### config.mk
export PLATFORM = sky130hd
export DESIGN_NAME = clk_divider_prog
export DESIGN_NICKNAME = d
export VERILOG_FILES = /design/src/rtl/clk_div_pkg.sv /design/src/rtl/clk_div_counter.sv /design/src/rtl/clk_divider_prog.sv
export SDC_FILE = /design/constraint.sdc
export NUM_CORES = 1
export LEC_CHECK = 0
export BUFFER_PORTS_ARGS = -buffer_cell sky130_fd_sc_hd__buf_2
export CELL_PAD_IN_SITES_DETAIL_PLACEMENT = 1
export CELL_PAD_IN_SITES_GLOBAL_PLACEMENT = 1
export CORE_ASPECT_RATIO = 0.6
export CORE_MARGIN = 3
export CORE_UTILIZATION = 45
export DETAILED_ROUTE_END_ITERATION = 7
export PLACE_DENSITY_LB_ADDON = 0.1
export SYNTH_ARGS = -nofsm -noshare
export SYNTH_HDL_FRONTEND = slang
export SYNTH_SLANG_ARGS = --single-unit
export TNS_END_PERCENT = 20
### constraint.sdc
create_clock -name clk -period 4.3 [get_ports clk]
set_input_delay 0.86 -clock clk [delete_from_list [all_inputs] [get_ports clk]]
set_output_delay 0.86 -clock clk [all_outputs]
set_load 0.05 [all_outputs]
### src/rtl/clk_div_pkg.sv
// Shared definitions for the programmable clock divider: FSM encoding,
// minimum divisor and the high-phase length helper.
package clk_div_pkg;

    typedef enum logic {
        IDLE = 1'b0,
        RUN  = 1'b1
    } state_t;

    localparam int MIN_DIV = 2;

    // ceil(n/2): odd divisors put the extra cycle in the high phase
    function automatic logic [31:0] ceil_half(input logic [31:0] n);
        return (n + 32'd1) >> 1;
    endfunction

endpackage

### src/rtl/clk_div_counter.sv
// Modulo-N phase counter; holds at zero while the divider is not running.
module clk_div_counter #(
    parameter int WIDTH = 8
) (
    input  logic             clk,
    input  logic             reset,
    input  logic             run,
    input  logic [WIDTH-1:0] n,
    output logic [WIDTH-1:0] cnt,
    output logic [WIDTH-1:0] cnt_next,
    output logic             wrap
);

    assign wrap     = run && (cnt == n - WIDTH'(1));
    assign cnt_next = wrap ? '0 : cnt + WIDTH'(1);

    always_ff @(posedge clk or posedge reset) begin
        if (reset)
            cnt <= '0;
        else if (run)
            cnt <= cnt_next;
        else
            cnt <= '0;
    end

endmodule

### src/rtl/clk_divider_prog.sv
// Runtime-programmable integer clock divider; divisor and enable changes
// only land on period boundaries so out_clk never produces a runt pulse.
module clk_divider_prog
    import clk_div_pkg::*;
#(
    parameter int WIDTH       = 8,
    parameter int DEFAULT_DIV = 4
) (
    input  logic             clk,
    input  logic             reset,
    input  logic             en,
    input  logic [WIDTH-1:0] div_val,
    input  logic             load,
    output logic             out_clk,
    output logic             tick,
    output logic [WIDTH-1:0] div_active,
    output logic             upd_pending
);

    state_t           state, state_nx;
    logic [WIDTH-1:0] cnt, cnt_next;
    logic [WIDTH-1:0] pending;
    logic [WIDTH-1:0] div_clamped;
    logic [WIDTH-1:0] h;
    logic             wrap;
    logic             go;
    logic             apply;

    clk_div_counter #(.WIDTH(WIDTH)) u_cnt (
        .clk      (clk),
        .reset    (reset),
        .run      (state == RUN),
        .n        (div_active),
        .cnt      (cnt),
        .cnt_next (cnt_next),
        .wrap     (wrap)
    );

    assign div_clamped = (div_val < WIDTH'(MIN_DIV)) ? WIDTH'(MIN_DIV) : div_val;
    // At a boundary cnt_next is 0, which is below H for any N, so the
    // current divisor's H is always the right one to compare against.
    assign h     = WIDTH'(ceil_half(32'(div_active)));
    assign go    = (state == IDLE) && en;
    assign apply = go || wrap;

    always_comb begin
        state_nx = state;
        case (state)
            IDLE:    if (en) state_nx = RUN;
            RUN:     if (wrap && !en) state_nx = IDLE;
            default: state_nx = IDLE;
        endcase
    end

    always_ff @(posedge clk or posedge reset) begin
        if (reset) begin
            state       <= IDLE;
            out_clk     <= 1'b0;
            tick        <= 1'b0;
            div_active  <= WIDTH'(DEFAULT_DIV);
            pending     <= '0;
            upd_pending <= 1'b0;
        end else begin
            state <= state_nx;

            // A load landing on an apply point bypasses the pending register
            if (load && apply) begin
                div_active  <= div_clamped;
                upd_pending <= 1'b0;
            end else if (load) begin
                pending     <= div_clamped;
                upd_pending <= 1'b1;
            end else if (apply && upd_pending) begin
                div_active  <= pending;
                upd_pending <= 1'b0;
            end

            if (state_nx == RUN) begin
                out_clk <= go || (cnt_next < h);
                tick    <= go || (cnt_next == '0);
            end else begin
                out_clk <= 1'b0;
                tick    <= 1'b0;
            end
        end
    end

endmodule
* Word level (Yosys, flattened, before mapping)
Cells that the tools add are included.
W data, S select, Z words.
** Operators by class
- Add/subtract/negate cells :: 3
- Magnitude comparators :: 2
- Equality and inequality tests :: 2
- Mux-type cells :: 14
- Bitwise gates (word level) :: 2
- Reductions and logical operators :: 14
** Operators by type and width (count)
- $mux W8 :: 6
- $add A8 B1 Y9 const B :: 1
- $add A8 B1 Y8 const B :: 1
- $eq A8 B8 Y1 :: 1
- $logic_not A8 Y1 :: 1
- $lt A8 B2 Y1 const B :: 1
- $lt A8 B8 Y1 :: 1
- $sub A8 B1 Y8 const B :: 1
- $mux W1 :: 7
- $logic_and A1 B1 Y1 :: 5
- $reduce_and A2 Y1 :: 2
- $logic_or A1 B1 Y1 :: 3
- $reduce_bool A3 Y1 :: 1
- $ne A2 B1 Y1 const B :: 1
- $not A1 Y1 :: 2
- $pmux W1 S2 :: 1
- $reduce_bool A2 Y1 :: 1
- $logic_not A1 Y1 :: 1
** Storage, ports and cells
- Bits in registers :: 28
- Output and inout bits :: 11
- Word-level logic and storage cells :: 44

* Depth between registers and ports, before layout
- Word-level depth :: 8
- Depth in mapped cells :: 14
- Mapped depth without buffers :: 13

* Modules after synthesis
A second synthesis with hierarchy kept.
** Second synthesis, totals
- Cell total of the unflattened synthesis :: 186
- Area, all modules :: 1830.5 um2
** By module, submodules not included
- clk_divider_prog :: instances 1, cells each 110, area each 1164.9 um2, sequential area each 501.7 um2
- clk_div_counter :: instances 1, cells each 76, area each 665.6 um2, sequential area each 200.2 um2

* Worst setup path before layout
No wires, ideal clock.
- Kind :: reg-to-reg
- Start point :: register div_active[0]
- End point :: register out_clk
- Setup time :: 0.074 ns
- Arrival time :: 3.284 ns
- Data required time :: 4.226 ns
- Slack :: 0.943 ns
- Stages on the path, launching flop included :: 14
- Path buffers :: 1
- Cells stage by stage :: dfrtp_1 -> inv_1 -> ha_1 -> xnor2_1 -> nor4b_2 -> and3_1 -> clkbuf_1 -> nor2_1 -> ha_1 -> a21o_1 -> a211o_1 -> a21oi_1 -> a41oi_1 -> a21oi_2
** Between the ends
- Cells in the longest elaborated chain, start to end :: 7
- Elaborated cells between the ends (all ways) :: 11
** RTL lines
- start, declared :: RTL line clk_divider_prog.sv:16 : output logic [WIDTH-1:0] div_active,
- start signal, assigned :: RTL line clk_divider_prog.sv:60 : div_active <= WIDTH'(DEFAULT_DIV);
- start signal, assigned :: RTL line clk_divider_prog.sv:68 : div_active <= div_clamped;
- start signal, assigned :: RTL line clk_divider_prog.sv:74 : div_active <= pending;
- $sub A8 B1 Y8 :: RTL line clk_div_counter.sv:14 : assign wrap = run && (cnt == n - WIDTH'(1));
- $eq A8 B8 Y1 :: RTL line clk_div_counter.sv:14
- $logic_and A1 B1 Y1 :: RTL line clk_div_counter.sv:14
- $mux W8 or $logic_and A1 B1 Y1 (tied branches) :: RTL line clk_div_counter.sv:15, clk_divider_prog.sv:50
- $lt A8 B8 Y1 or $mux W1 (tied branches) :: RTL line clk_divider_prog.sv:79, clk_divider_prog.sv:50
- $logic_or A1 B1 Y1 or $pmux W1 S2 (tied branches) :: RTL line clk_divider_prog.sv:79, clk_divider_prog.sv:48
- $mux W1 (*) :: RTL line clk_divider_prog.sv:78 : if (state_nx == RUN) begin
- end signal, assigned :: RTL line clk_divider_prog.sv:79 : out_clk <= go || (cnt_next < h);
- end, declared :: RTL line clk_divider_prog.sv:14 : output logic out_clk,
Every way passes the cells marked *; elsewhere a longest branch is shown, timed or not.
A chain may end at the register's enable or synchronous reset.

* Worst setup path after layout
Ends and elaborated chain as after synthesis.

==> out/qor.yml <==
synthesis:
  synth-seq-cells: 28
  synth-simple-area-share_pct: 20.7
  ys.flop_type: "dfrtp_1"
  syn_area_per_cell_um2: 9.56
  synth_compound_area_share_pct: 14.6
  syn-num-nets: 221
  ys_warn_count: 0
  yosys.area_share.adder_pct: 6.58
  seq_area_frac_synth_pct: 36.9
  synthArstFlopShare_pct: 100
  synth_cell_types: 49
  synth_top_area_share_pct: 35.5
  synth-edff-count: 0
  netlist_area_mm2: 0.00190
  synth_xor_area_share_pct: 11.1
  netlist_top_cells_area: "dfrtp_1 36%, ha_1 6.6%, xnor2_1 6.0%"
  syn_inst: 199
  synth_top_area_cell: "dfrtp_1"
  synthMuxAreaShare_pct: 5.26
  synth_top_family_by_area: "simple AND/OR/NAND/NOR gates"
detailed_routing:
  drt-initial-drc-count: 123
  routedWlPerCell_um: 19.6
  ant_nets: 0
  via_per_inst: 6.02
  drc: 0
  vias: 1625
  drt_pre_antenna_iters: 5
  drt-total-wl_um: 5280
clocking:
  clk_path_buf_depth: 2
  post-cts-setup-buffers: 0
  root_buffer: "clkbuf_8"
  cts_sinks: 28
  cts_tree: "yes"
  htree_levels: 1
  numCtsBuffers: 3
  postCtsHoldBufs: 0
  clkLatencyLatePin_ps: 290
  ctsResizeCount: 0
  clk_pin_slew_worst_paths_ps: 100
grt:
  grt_max_degree: 29
  grt_overflow_total: 0
  grt_util_all_layers_pct: 21.7
  antenna_found_initial: 0
  grt_pass1_wl_um: 8530
  grt_pass1_vias: 1556
sta:
  fin_tns_setup_ps: 0
  setup_viol: 0
  drv_slew: 0
  finalCritPeriodShare_pct: 78.3
  fin_crit_ps: 3370
  slew_headroom_pct: 24.7
  skew_ps: 7.31
  rsz0062_at_grt: "no"
  setup_slack_ps: 932
  finalHoldViolCount: 0
  tightest_slew_ps: 1130
  fmax_mhz: 297
power:
  power_density_mw_per_mm2: 879
  irDropWorstVdd_v: 0.000399
  leakage_nw: 0.917
floorplan:
  die_h_um: 56.4
  rows: 17
  dieArea_mm2: 0.00507
  initial_core_util_pct: 49.4
  die_w_um: 89.9
  core_mm2: 0.00385
  pin_count: 23
setup_path:
  regToRegSetupSlack_ps: 930
  cp-endpoint: "out_clk"
  critical_path_required_ps: 4520
  r2r-start: "div_active[0]"
  cp-end-kind: "flip-flop"
  worstSetupPathType: "reg2reg"
  crit_start: "div_active[0]"
  worst_setup_path_start_kind: "flip-flop"
  crit_arrival_ps: 3590
  cp_max_fo: 7
  r2r-end: "out_clk"
  r2r_cells: 13
outcome:
  status: "completed"
placed_design:
  place_hpwl_um: 4190
  post-place-ws_ps: 980
  io_buffers: 22
  place_congestion: 0.870
cells_and_area:
  fillers: 452
  drive_above_1_share_pct: 17.4
  final_nets: 236
  synthToLayoutAreaGrowth_pct: 8.95
  diodes: 0
hold_path:
  hold_path_class: "reg2reg"
  hp-start: "pending[2]"
run:
  drv_cap: 0
[per-stage QoR]
step | utilization, % | hold WS [ps] | instances | power (W) | area [um^2]
final | 53.8 | 510 | 270 | 0.00182 | 2070
after global routing | 53.8 | 531 | 270 | 0.00195 | 2070
after CTS | 53.8 | 512 | 270 | 0.00181 | 2070
after detailed placement | 52.4 | 487 | 266 | 0.00163 | 2020
after global placement | 52.4 | 475 | 266 | 0.00157 | 2020
after floorplan | - | 465 | 199 | 0.00134 | 1900
[how the worst min path moves through the flow]
stage,to,slack (ps),cells past startpoint
floorplan,pending[0],460,1
detailed placement,pending[3],490,1
global route,pending[0],530,1
global placement,pending[0],480,1
finish,pending[2],510,1
CTS,pending[3],510,1
[layout make-up]
type                    count  area (um^2)  share of cell area [%]
multi-input cells         152         1110                    53.4
flip-flops and latches     28          702                    33.9
repair buffers             22          110                    5.31
well taps                  57         71.3                    3.44
clock buffers               4         55.1                    2.66
inverters                   7         26.3                    1.27
[cell usage in the layout, fill, tap and decap left out, drive strengths merged, types with 5 or more instances in the layout]
master	Yosys	layout
nor2	21	21
buf	9	22
o22ai	9	9
a21oi	5	5
xor2	11	11
xnor2	13	13
mux2	8	8
inv	7	7
a22oi	8	8
and3	8	8
nor3	6	6
ha	10	10
nand2	15	15
nand3	7	7
dfrtp	27	27
[synthesized netlist by cell type (3+ instances only)]
cell and count:
dfrtp_1 27, a22oi_1 8, mux2_1 8, o21a_1 3, nor3_1 5, a21oi_1 4, xor2_1 11, nand2_1 15
ha_1 10, nand3_1 7, nor2_1 21, buf_2 5, clkbuf_1 3, o22ai_1 8, inv_1 7, and3_1 6
xnor2_1 13
[sequential cells by signal, summed over array words and instances, names as in the netlist]
signal       count
pending          8
state            1
div_active       8
tick             1
out_clk          1
upd_pending      1
u_cnt.cnt        8
[report_power, final]
part	switching (W)	total (W)	internal [W]
Sequential	0.000153	0.000507	0.000355
Combinational	0.000697	0.00114	0.000444
Clock	0.0000906	0.000173	0.0000824
[kinds of logic (layout without fill, tap and decap cells)]
group,Yosys count,in the layout
xor gates and xnor gates,24,24
DFF,28,28
adders and majority gates,10,10
buffers and inverters,19,33
AOI/OAI and AO/OA,38,38
and+or+nand+nor,71,71
muxes,9,9
[metal layers]
layer  GRT usage [%]  vias to the layer above  part of all wire [%]
met5               0                        -                     0
met1            33.3                      814                    50
li1                -                      740                     -
met3            5.22                        5                   7.7
met4            3.27                        0                  0.57
met2            31.2                       66                    41
[worst max-delay path, stage by stage (launching register included)]
cell	delay [ps]
dfrtp_1	560
inv_1	130
ha_1	260
nor3b_1	160
xnor2_1	200
nor4_1	350
and3_1	360
nor2_1	80
ha_1	290
a21o_1	180
a211o_1	300
a21oi_1	130
a41oi_1	150
a21oi_2	130
No activity file was read; power rests on OpenSTA's default activity.
